## config.mk

```make
export PLATFORM = sky130hd
export DESIGN_NAME = pc_sequencer
export DESIGN_NICKNAME = d
export VERILOG_FILES = /design/src/rtl/cpu_pkg.sv /design/src/rtl/next_pc_calc.sv /design/src/rtl/pc_sequencer.sv
export SDC_FILE = /design/constraint.sdc
export NUM_CORES = 1
export LEC_CHECK = 0
export ABC_AREA = 1
export BUFFER_PORTS_ARGS = -buffer_cell sky130_fd_sc_hd__buf_2
export CAP_MARGIN = 10
export CORE_MARGIN = 10
export CORE_UTILIZATION = 54
export CTS_CLUSTER_DIAMETER = 120
export DETAILED_ROUTE_END_ITERATION = 12
export PLACE_DENSITY = 0.88
export SKIP_LAST_GASP = 1
export SLEW_MARGIN = 10
export SYNTH_ARGS = -nofsm -noshare
export SYNTH_HDL_FRONTEND = slang
export SYNTH_SLANG_ARGS = --single-unit
```

## constraint.sdc

```tcl
create_clock -name clk -period 3.5 [get_ports clk]
set_input_delay 0.525 -clock clk [delete_from_list [all_inputs] [get_ports clk]]
set_output_delay 0.525 -clock clk [all_outputs]
set_load 0.02 [all_outputs]
```

## src/rtl/cpu_pkg.sv

```systemverilog
// Shared types for the MIPS fetch/sequencing path:
// sequencer state encoding, next-PC select codes and reset vector.
package cpu_pkg;

    typedef enum logic [2:0] {
        FETCH_IDLE = 3'd0,
        FETCH      = 3'd1,
        DISPATCH   = 3'd2,
        WAIT_EXEC  = 3'd3,
        HALT       = 3'd4
    } state_e;

    typedef enum logic [1:0] {
        SEL_SEQ = 2'd0,
        SEL_BR  = 2'd1,
        SEL_J   = 2'd2,
        SEL_JR  = 2'd3
    } pc_sel_e;

    localparam logic [31:0] DEFAULT_RESET_PC = 32'h0000_0000;

    // Register jump outranks jump, which outranks a taken branch.
    function automatic pc_sel_e pick_sel(
        input logic is_branch,
        input logic br_taken,
        input logic is_jump,
        input logic is_jr
    );
        pc_sel_e sel;
        sel = SEL_SEQ;
        if (is_jr)
            sel = SEL_JR;
        else if (is_jump)
            sel = SEL_J;
        else if (is_branch && br_taken)
            sel = SEL_BR;
        return sel;
    endfunction

endpackage

```

## src/rtl/next_pc_calc.sv

```systemverilog
// Combinational next-PC selection and target arithmetic,
// plus word-alignment check on register-jump targets.
module next_pc_calc
    import cpu_pkg::*;
(
    input  logic [31:0] pc,
    input  logic [31:0] instr,
    input  logic [31:0] rs_data,
    input  logic        is_branch,
    input  logic        br_taken,
    input  logic        is_jump,
    input  logic        is_jr,
    output logic [31:0] next_pc,
    output logic [31:0] pc_plus4,
    output logic        misaligned_target
);

    pc_sel_e     sel;
    logic [31:0] br_off;
    logic        unused_opcode;

    assign unused_opcode = ^instr[31:26];

    always_comb begin
        sel               = pick_sel(is_branch, br_taken, is_jump, is_jr);
        pc_plus4          = pc + 32'd4;
        br_off            = {{14{instr[15]}}, instr[15:0], 2'b00};
        next_pc           = pc_plus4;
        misaligned_target = 1'b0;
        unique case (sel)
            SEL_SEQ: next_pc = pc_plus4;
            SEL_BR:  next_pc = pc_plus4 + br_off;
            SEL_J:   next_pc = {pc_plus4[31:28], instr[25:0], 2'b00};
            SEL_JR: begin
                next_pc           = rs_data;
                misaligned_target = |rs_data[1:0];
            end
            default: next_pc = pc_plus4;
        endcase
    end

endmodule

```

## src/rtl/pc_sequencer.sv

```systemverilog
// Multi-cycle PC controller: fetch over req/ack, dispatch,
// wait for execute, then commit the next PC.
module pc_sequencer
    import cpu_pkg::*;
#(
    parameter logic [31:0] RESET_PC    = DEFAULT_RESET_PC,
    parameter bit          ALIGN_CHECK = 1'b1
) (
    input  logic        clk,
    input  logic        rst,
    output logic        imem_req,
    output logic [31:0] imem_addr,
    input  logic        imem_ack,
    input  logic [31:0] imem_rdata,
    output logic [31:0] instr,
    output logic        instr_valid,
    input  logic        exec_done,
    input  logic        stall,
    input  logic        is_branch,
    input  logic        br_taken,
    input  logic        is_jump,
    input  logic        is_jr,
    input  logic [31:0] rs_data,
    output logic [31:0] pc,
    output logic [31:0] pc_plus4,
    output logic [31:0] instr_count,
    output logic        misalign
);

    state_e      state_q, state_d;
    logic [31:0] pc_q, pc_d;
    logic [31:0] instr_q, instr_d;
    logic [31:0] count_q, count_d;
    logic        misalign_q, misalign_d;
    logic [31:0] next_pc;
    logic        bad_target;

    next_pc_calc u_next_pc (
        .pc                (pc_q),
        .instr             (instr_q),
        .rs_data           (rs_data),
        .is_branch         (is_branch),
        .br_taken          (br_taken),
        .is_jump           (is_jump),
        .is_jr             (is_jr),
        .next_pc           (next_pc),
        .pc_plus4          (pc_plus4),
        .misaligned_target (bad_target)
    );

    always_comb begin
        state_d    = state_q;
        pc_d       = pc_q;
        instr_d    = instr_q;
        count_d    = count_q;
        misalign_d = misalign_q;
        unique case (state_q)
            FETCH_IDLE: state_d = FETCH;
            FETCH: begin
                if (imem_ack) begin
                    instr_d = imem_rdata;
                    state_d = DISPATCH;
                end
            end
            DISPATCH: state_d = WAIT_EXEC;
            WAIT_EXEC: begin
                if (exec_done && !stall) begin
                    if (ALIGN_CHECK && bad_target) begin
                        misalign_d = 1'b1;
                        state_d    = HALT;
                    end else begin
                        pc_d    = next_pc;
                        count_d = count_q + 32'd1;
                        state_d = FETCH_IDLE;
                    end
                end
            end
            HALT:    state_d = HALT;
            default: state_d = FETCH_IDLE;
        endcase
    end

    always_ff @(posedge clk or posedge rst) begin
        if (rst) begin
            state_q    <= FETCH_IDLE;
            pc_q       <= RESET_PC;
            instr_q    <= 32'd0;
            count_q    <= 32'd0;
            misalign_q <= 1'b0;
        end else begin
            state_q    <= state_d;
            pc_q       <= pc_d;
            instr_q    <= instr_d;
            count_q    <= count_d;
            misalign_q <= misalign_d;
        end
    end

    assign imem_req    = (state_q == FETCH);
    assign imem_addr   = pc_q;
    assign instr       = instr_q;
    assign instr_valid = (state_q == DISPATCH);
    assign pc          = pc_q;
    assign instr_count = count_q;
    assign misalign    = misalign_q;

endmodule

```

# Yosys cells after proc, flatten, opt, wreduce, memory -nomap -nowiden
# Cells that the tools add are included.
dict set report op_classes {
  shift 0
  n_div 0
  bitwise 1
  n_mux 9
  add_sub_neg 3
  n_reduce_logical 10
  mul 0
  magnitude_cmp 0
  eq_ne 9
}
# cell n
set ops {}
lappend ops {{$pmux W32 S4} 1}
lappend ops {{$add A32 B1 Y32 const B} 1}
lappend ops {{$add A32 B3 Y32 const B} 1}
lappend ops {{$add A32 B32 Y32} 1}
lappend ops {{$pmux W3 S5} 1}
lappend ops {{$mux W3} 3}
lappend ops {{$eq A3 B2 Y1 const B} 2}
lappend ops {{$reduce_and A3 Y1} 2}
lappend ops {{$eq A2 B2 Y1 const B} 2}
lappend ops {{$mux W2} 2}
lappend ops {{$reduce_and A2 Y1} 2}
lappend ops {{$eq A3 B1 Y1 const B} 1}
lappend ops {{$eq A3 B3 Y1 const B} 1}
lappend ops {{$logic_not A3 Y1} 1}
lappend ops {{$eq A2 B1 Y1 const B} 1}
lappend ops {{$logic_and A1 B1 Y1} 2}
lappend ops {{$logic_not A2 Y1} 1}
lappend ops {{$mux W1} 2}
lappend ops {{$ne A2 B1 Y1 const B} 1}
lappend ops {{$ne A2 B2 Y1 const B} 1}
lappend ops {{$reduce_or A2 Y1} 1}
lappend ops {{$logic_not A1 Y1} 1}
lappend ops {{$not A1 Y1} 1}
dict set report totals {
  word_cells 37
  romBits 0
  latch_bits 0
  ramBits 0
  in_bits 73
  memories 0
  output_inout_bits 163
  ff_bits 100
}

# Logic depth before layout (Yosys ltp)
dict set report logic_depth {
  word_depth 9
  ltp_mapped 26
}

# Modules after synthesis
# From an unflattened synthesis, not the netlist that was laid out.
dict set report hier_totals {
  hier_cells 1247
  hier_area_um2 8461.9
}
# mod seq_area_each_um2 area_each_um2 cells_each instances
set modules_own_cells {}
lappend modules_own_cells {pc_sequencer 2502.4 4733.3 491 1}
lappend modules_own_cells {next_pc_calc 0.0 3728.6 756 1}

# Worst setup path before layout
# No wires, ideal clock.
dict set report synth_timing {
  path_type {register to register}
  start {reg pc_q[3] (netlist: imem_addr[3])}
  end {reg pc_q[26] (netlist: imem_addr[26])}
  path_stages_with_launch 21
  required_ps 3383
  setup_ps 117
  arrival_time_ps 2958
  slack_ps 425
  path_cell_list {dfrtp_1 ha_1 nand2_1 inv_1 nand2_1 nor3_1 nand3_1 o21ai_0 nand2_1 ha_1 nand2_1 nor2_1 inv_1 nor3_1 nand3_1 nand3_1 nand2_1 nand3_1 nand2_1 nand2_1 nand2_1}
}
dict set report synth_between {
  elab_chain_cells 3
}
# element line
set synth_lines {}
lappend synth_lines {{start, declared} pc_sequencer.sv:31} ;# logic [31:0] pc_q, pc_d;
lappend synth_lines {{start signal, assigned} pc_sequencer.sv:92} ;# pc_q <= pc_d;
lappend synth_lines {{$add A32 B3 Y32} next_pc_calc.sv:26} ;# pc_plus4 = pc + 32'd4;
lappend synth_lines {{named net pc_plus4[18]} pc_sequencer.sv:25} ;# output logic [31:0] pc_plus4,
lappend synth_lines {{$add A32 B32 Y32} next_pc_calc.sv:32} ;# SEL_BR: next_pc = pc_plus4 + br_off;
lappend synth_lines {{$pmux W32 S4} next_pc_calc.sv:30} ;# unique case (sel)
# The timed path passes the listed nets, and every way through them passes these cells.
# A chain may end at the register's enable or synchronous reset.

# Worst setup path in the final report
dict set report layout_timing {
  start {reg pc_q[20] (netlist: imem_addr[20])}
  end {reg pc_q[29] (netlist: imem_addr[29])}
}
dict set report layout_between {
  elab_chain_cells 3
}
# element line
set layout_lines {}
lappend layout_lines {{$add A32 B3 Y32 (*)} next_pc_calc.sv:26}
lappend layout_lines {{$add A32 B32 Y32} next_pc_calc.sv:32}
lappend layout_lines {{$pmux W32 S4 (*)} next_pc_calc.sv:30}
# Every way passes the cells marked *; elsewhere a longest branch is shown, timed or not.

==> results.cfg <==
[clock_network]
clockRootBuffer = clkbuf_16
clkTransAtPathRegs_ps = 80
cts_buffers = 9
cts_max_path_buffers = 2
clock_latency_ps = 370
cts_tree = built
cts_hold_buf = 0
htreeDepth = 3
cts_sinks = 100

[grt]
grt_use_met3_pct = 8.449
gr-usage-met1_pct = 36.52
grtUsageMet2_pct = 49.79
grt_pass1_wl_um = 48470
antenna_found_initial = 0
grt_max_degree = 90
grt_pass1_vias = 8793
busiest_layer = met2
grt.total_usage_pct = 30.32
globalRouteOverflowTotal = 0

[floorplanning]
start_util_pct = 54.60
rows = 45
die_y_um = 143.5
core_area_um2 = 15090
die_w_um = 143.5
io_pins = 236
die-area_um2 = 20600

[logic_synthesis]
yosysMostFrequentCell = nand2_1
synth_area_per_cell_um2 = 6.720
synth_area_um2 = 8239
synthTopCellsByArea = dfrtp_1, nand2_1, inv_1, nor2_1, ha_1
synthCells = 1226
synth_nets = 1334
ys_top_cells_by_count = nand2_1, inv_1, nor2_1
synth-main-ff-cell = dfrtp_1
ys_seq_elements = 100
synth_top_area_cell = dfrtp_1
synth_cell_types = 47
ys_async_sr_fraction_pct = 100.0
synth_edf_count = 0
synth-seq-area-share_pct = 30.37
yosysTopAreaCellShare_pct = 30.37
synth_warnings = 0

[power_and_ir_drop]
powerDensity_nw_per_um2 = 978.3
ir_worst_vdd_mv = 0.6480
power.total_mw = 9.594
p_leak_nw = 5.611

[drt]
wl_um = 31510
routedWlPerCell_um = 19.38
viasPerCell = 5.566
drc = 0
vias = 9050
drt_iter0_drc = 774
first_pass_iters = 6
ant_nets = 0

[worst_setup_path]
cp-end-kind = flop
worstSetupPathType = flop to flop
path_max_fanout = 6
crit_arrival_ps = 3520
startpoint_type = flop
required_ps = 3770

[sta]
setup_viol = 0
finalMaxSlewViolations = 0
hold_viol_final = 0
worst_pin_slew_ps = 1158
slew_headroom_pct = 22.70
final.period_utilization_pct = 92.93
rsz0062_at_grt = yes
finClkSkew_ps = 8.709
min_period_ps = 3252
whs_ps = 53.42
fmax_mhz = 307.5
finalWorstSetupSlack_ps = 247.5

[place]
dp_slack_ps = 109.0
place_congestion = 0.9858
placed_area_um2 = 9452
hpwl_um = 24970
port_buffers = 235

[final_layout]
fin_area_um2 = 9807
syn_to_final_growth_pct = 19.03
fillers = 1333
drive_above_1_share_pct = 23.64
fin_nets = 1541
n_antenna_cell = 0

[flow_run]
maxCapViolations = 0

[status]
status = completed

[min_path]
min_path_type = input port to asynchronous set/reset pin
==> report_power, final <==
group	switching [mW]	total, mW	internal (mW)
sequential	0.602	2.12	1.52
clock	0.544	1.05	0.510
combinational	4.34	6.42	2.07
==> critical path, stage by stage, from the launching register on <==
cell	delay, ps
dfrtp_1	500
nand2_1	120
nor2_1	110
nand4_1	230
nor2_1	170
nand2_1	160
inv_1	110
nand2_1	50
nand2_1	80
nand2_1	130
ha_1	420
nand2_1	120
nor2_1	160
nand2_1	120
nor3_1	150
nand2_1	150
nand2_1	100
nand2_1	60
nand3_1	60
nand2_1	50
nand2_1	50
nand2_1	40
==> layer usage <==
| layer | up-vias | wire length, µm | share of wire (%) |
|---|---|---|---|
| met5 | - | 0 | 0 |
| met4 | 0 | 1266 | 4.0 |
| met3 | 79 | 3428 | 11 |
| met2 | 480 | 14470 | 46 |
| met1 | 4203 | 12350 | 39 |
| li1 | 4288 | - | - |
==> registers in the layout, summed over array words and instances, names as in the netlist <==
signal       flops
instr_count     32
misalign         1
state_q          3
imem_addr       32
instr           32
==> layout make-up <==
class	instances	area, µm²	area share (%)
multi-input combinational	890	4750	48.43
sequential	100	2502	25.52
timing repair buffer	254	1344	13.70
inverter	178	670.6	6.838
tap	188	235.2	2.399
clock buffer	9	225.2	2.297
clock inverter	7	80.08	0.8165
==> placed cells by master, fill, tap and decap left out, drive strengths merged <==
| master | Yosys | final |
|---|---|---|
| o21ai | 41 | 41 |
| o21a | 1 | 1 |
| nand2 | 394 | 394 |
| nor2 | 128 | 128 |
| buf | 52 | 254 |
| clkbuf | 6 | 9 |
| mux2 | 23 | 23 |
| and2 | 1 | 1 |
| a22oi | 1 | 1 |
| dfrtp | 100 | 100 |
| or2 | 2 | 2 |
| o22ai | 2 | 2 |
| xor2 | 28 | 28 |
| clkinvlp | 0 | 1 |
| a221oi | 10 | 10 |
| fa | 1 | 1 |
| a21oi | 50 | 50 |
| nor3 | 17 | 17 |
| o221ai | 2 | 2 |
| inv | 178 | 181 |
| a21boi | 4 | 4 |
| nand3b | 3 | 3 |
| o211ai | 3 | 3 |
| clkinv | 0 | 3 |
| o31ai | 1 | 1 |
| o2111ai | 1 | 1 |
| nand3 | 84 | 84 |
| nand4 | 25 | 25 |
| a31oi | 1 | 1 |
| a21o | 2 | 2 |
| nor4 | 4 | 4 |
| ha | 34 | 34 |
| o21bai | 6 | 6 |
| and3 | 1 | 1 |
| xnor2 | 20 | 20 |
==> cells by family (layout without fill, tap and decap cells) <==
| kind of cell | Yosys count | count (layout) | share of synthesized area [%] |
|---|---|---|---|
| DFF | 100 | 100 | 30.37 |
| buffers and inverters | 236 | 448 | 12.59 |
| and+or+nand+nor | 659 | 659 | 34.38 |
| muxes | 23 | 23 | 3.144 |
| AOI/OAI and AO/OA | 125 | 125 | 8.914 |
| xor gates and xnor gates | 48 | 48 | 5.194 |
| adders and majority gates | 35 | 35 | 5.406 |
==> path summary, 6_finish.rpt <==
kind	from	to	slack, ps	cells past startpoint
max in group asynchronous	rst	imem_addr[27]	2740	3
max reg2reg	imem_addr[20]	imem_addr[29]	250	21
max	imem_addr[20]	imem_addr[29]	250	21
min	rst	instr[31]	50	2
min in group clk	imem_rdata[21]	instr[21]	390	2
min reg2reg	instr_count[31]	instr_count[31]	480	1
==> stage by stage <==
step / util [%] / instances / setup TNS, ps
after floorplan: - / 1226 / 0
after global placement: 62.64 / 1609 / 0
after detailed placement: 62.64 / 1609 / 0
after CTS: 64.66 / 1625 / 0
after global routing: 64.99 / 1626 / -30.71
final: 64.99 / 1626 / 0
==> what timing repair did <==
| item | 4_1_cts | 5_1_grt |
|---|---|---|
| buffers inserted | 0 | 1 |
| gates resized for setup | 0 | 11 |
| endpoints found under the setup margin | 0 | 14 |
No activity file was read; power rests on OpenSTA's default activity.
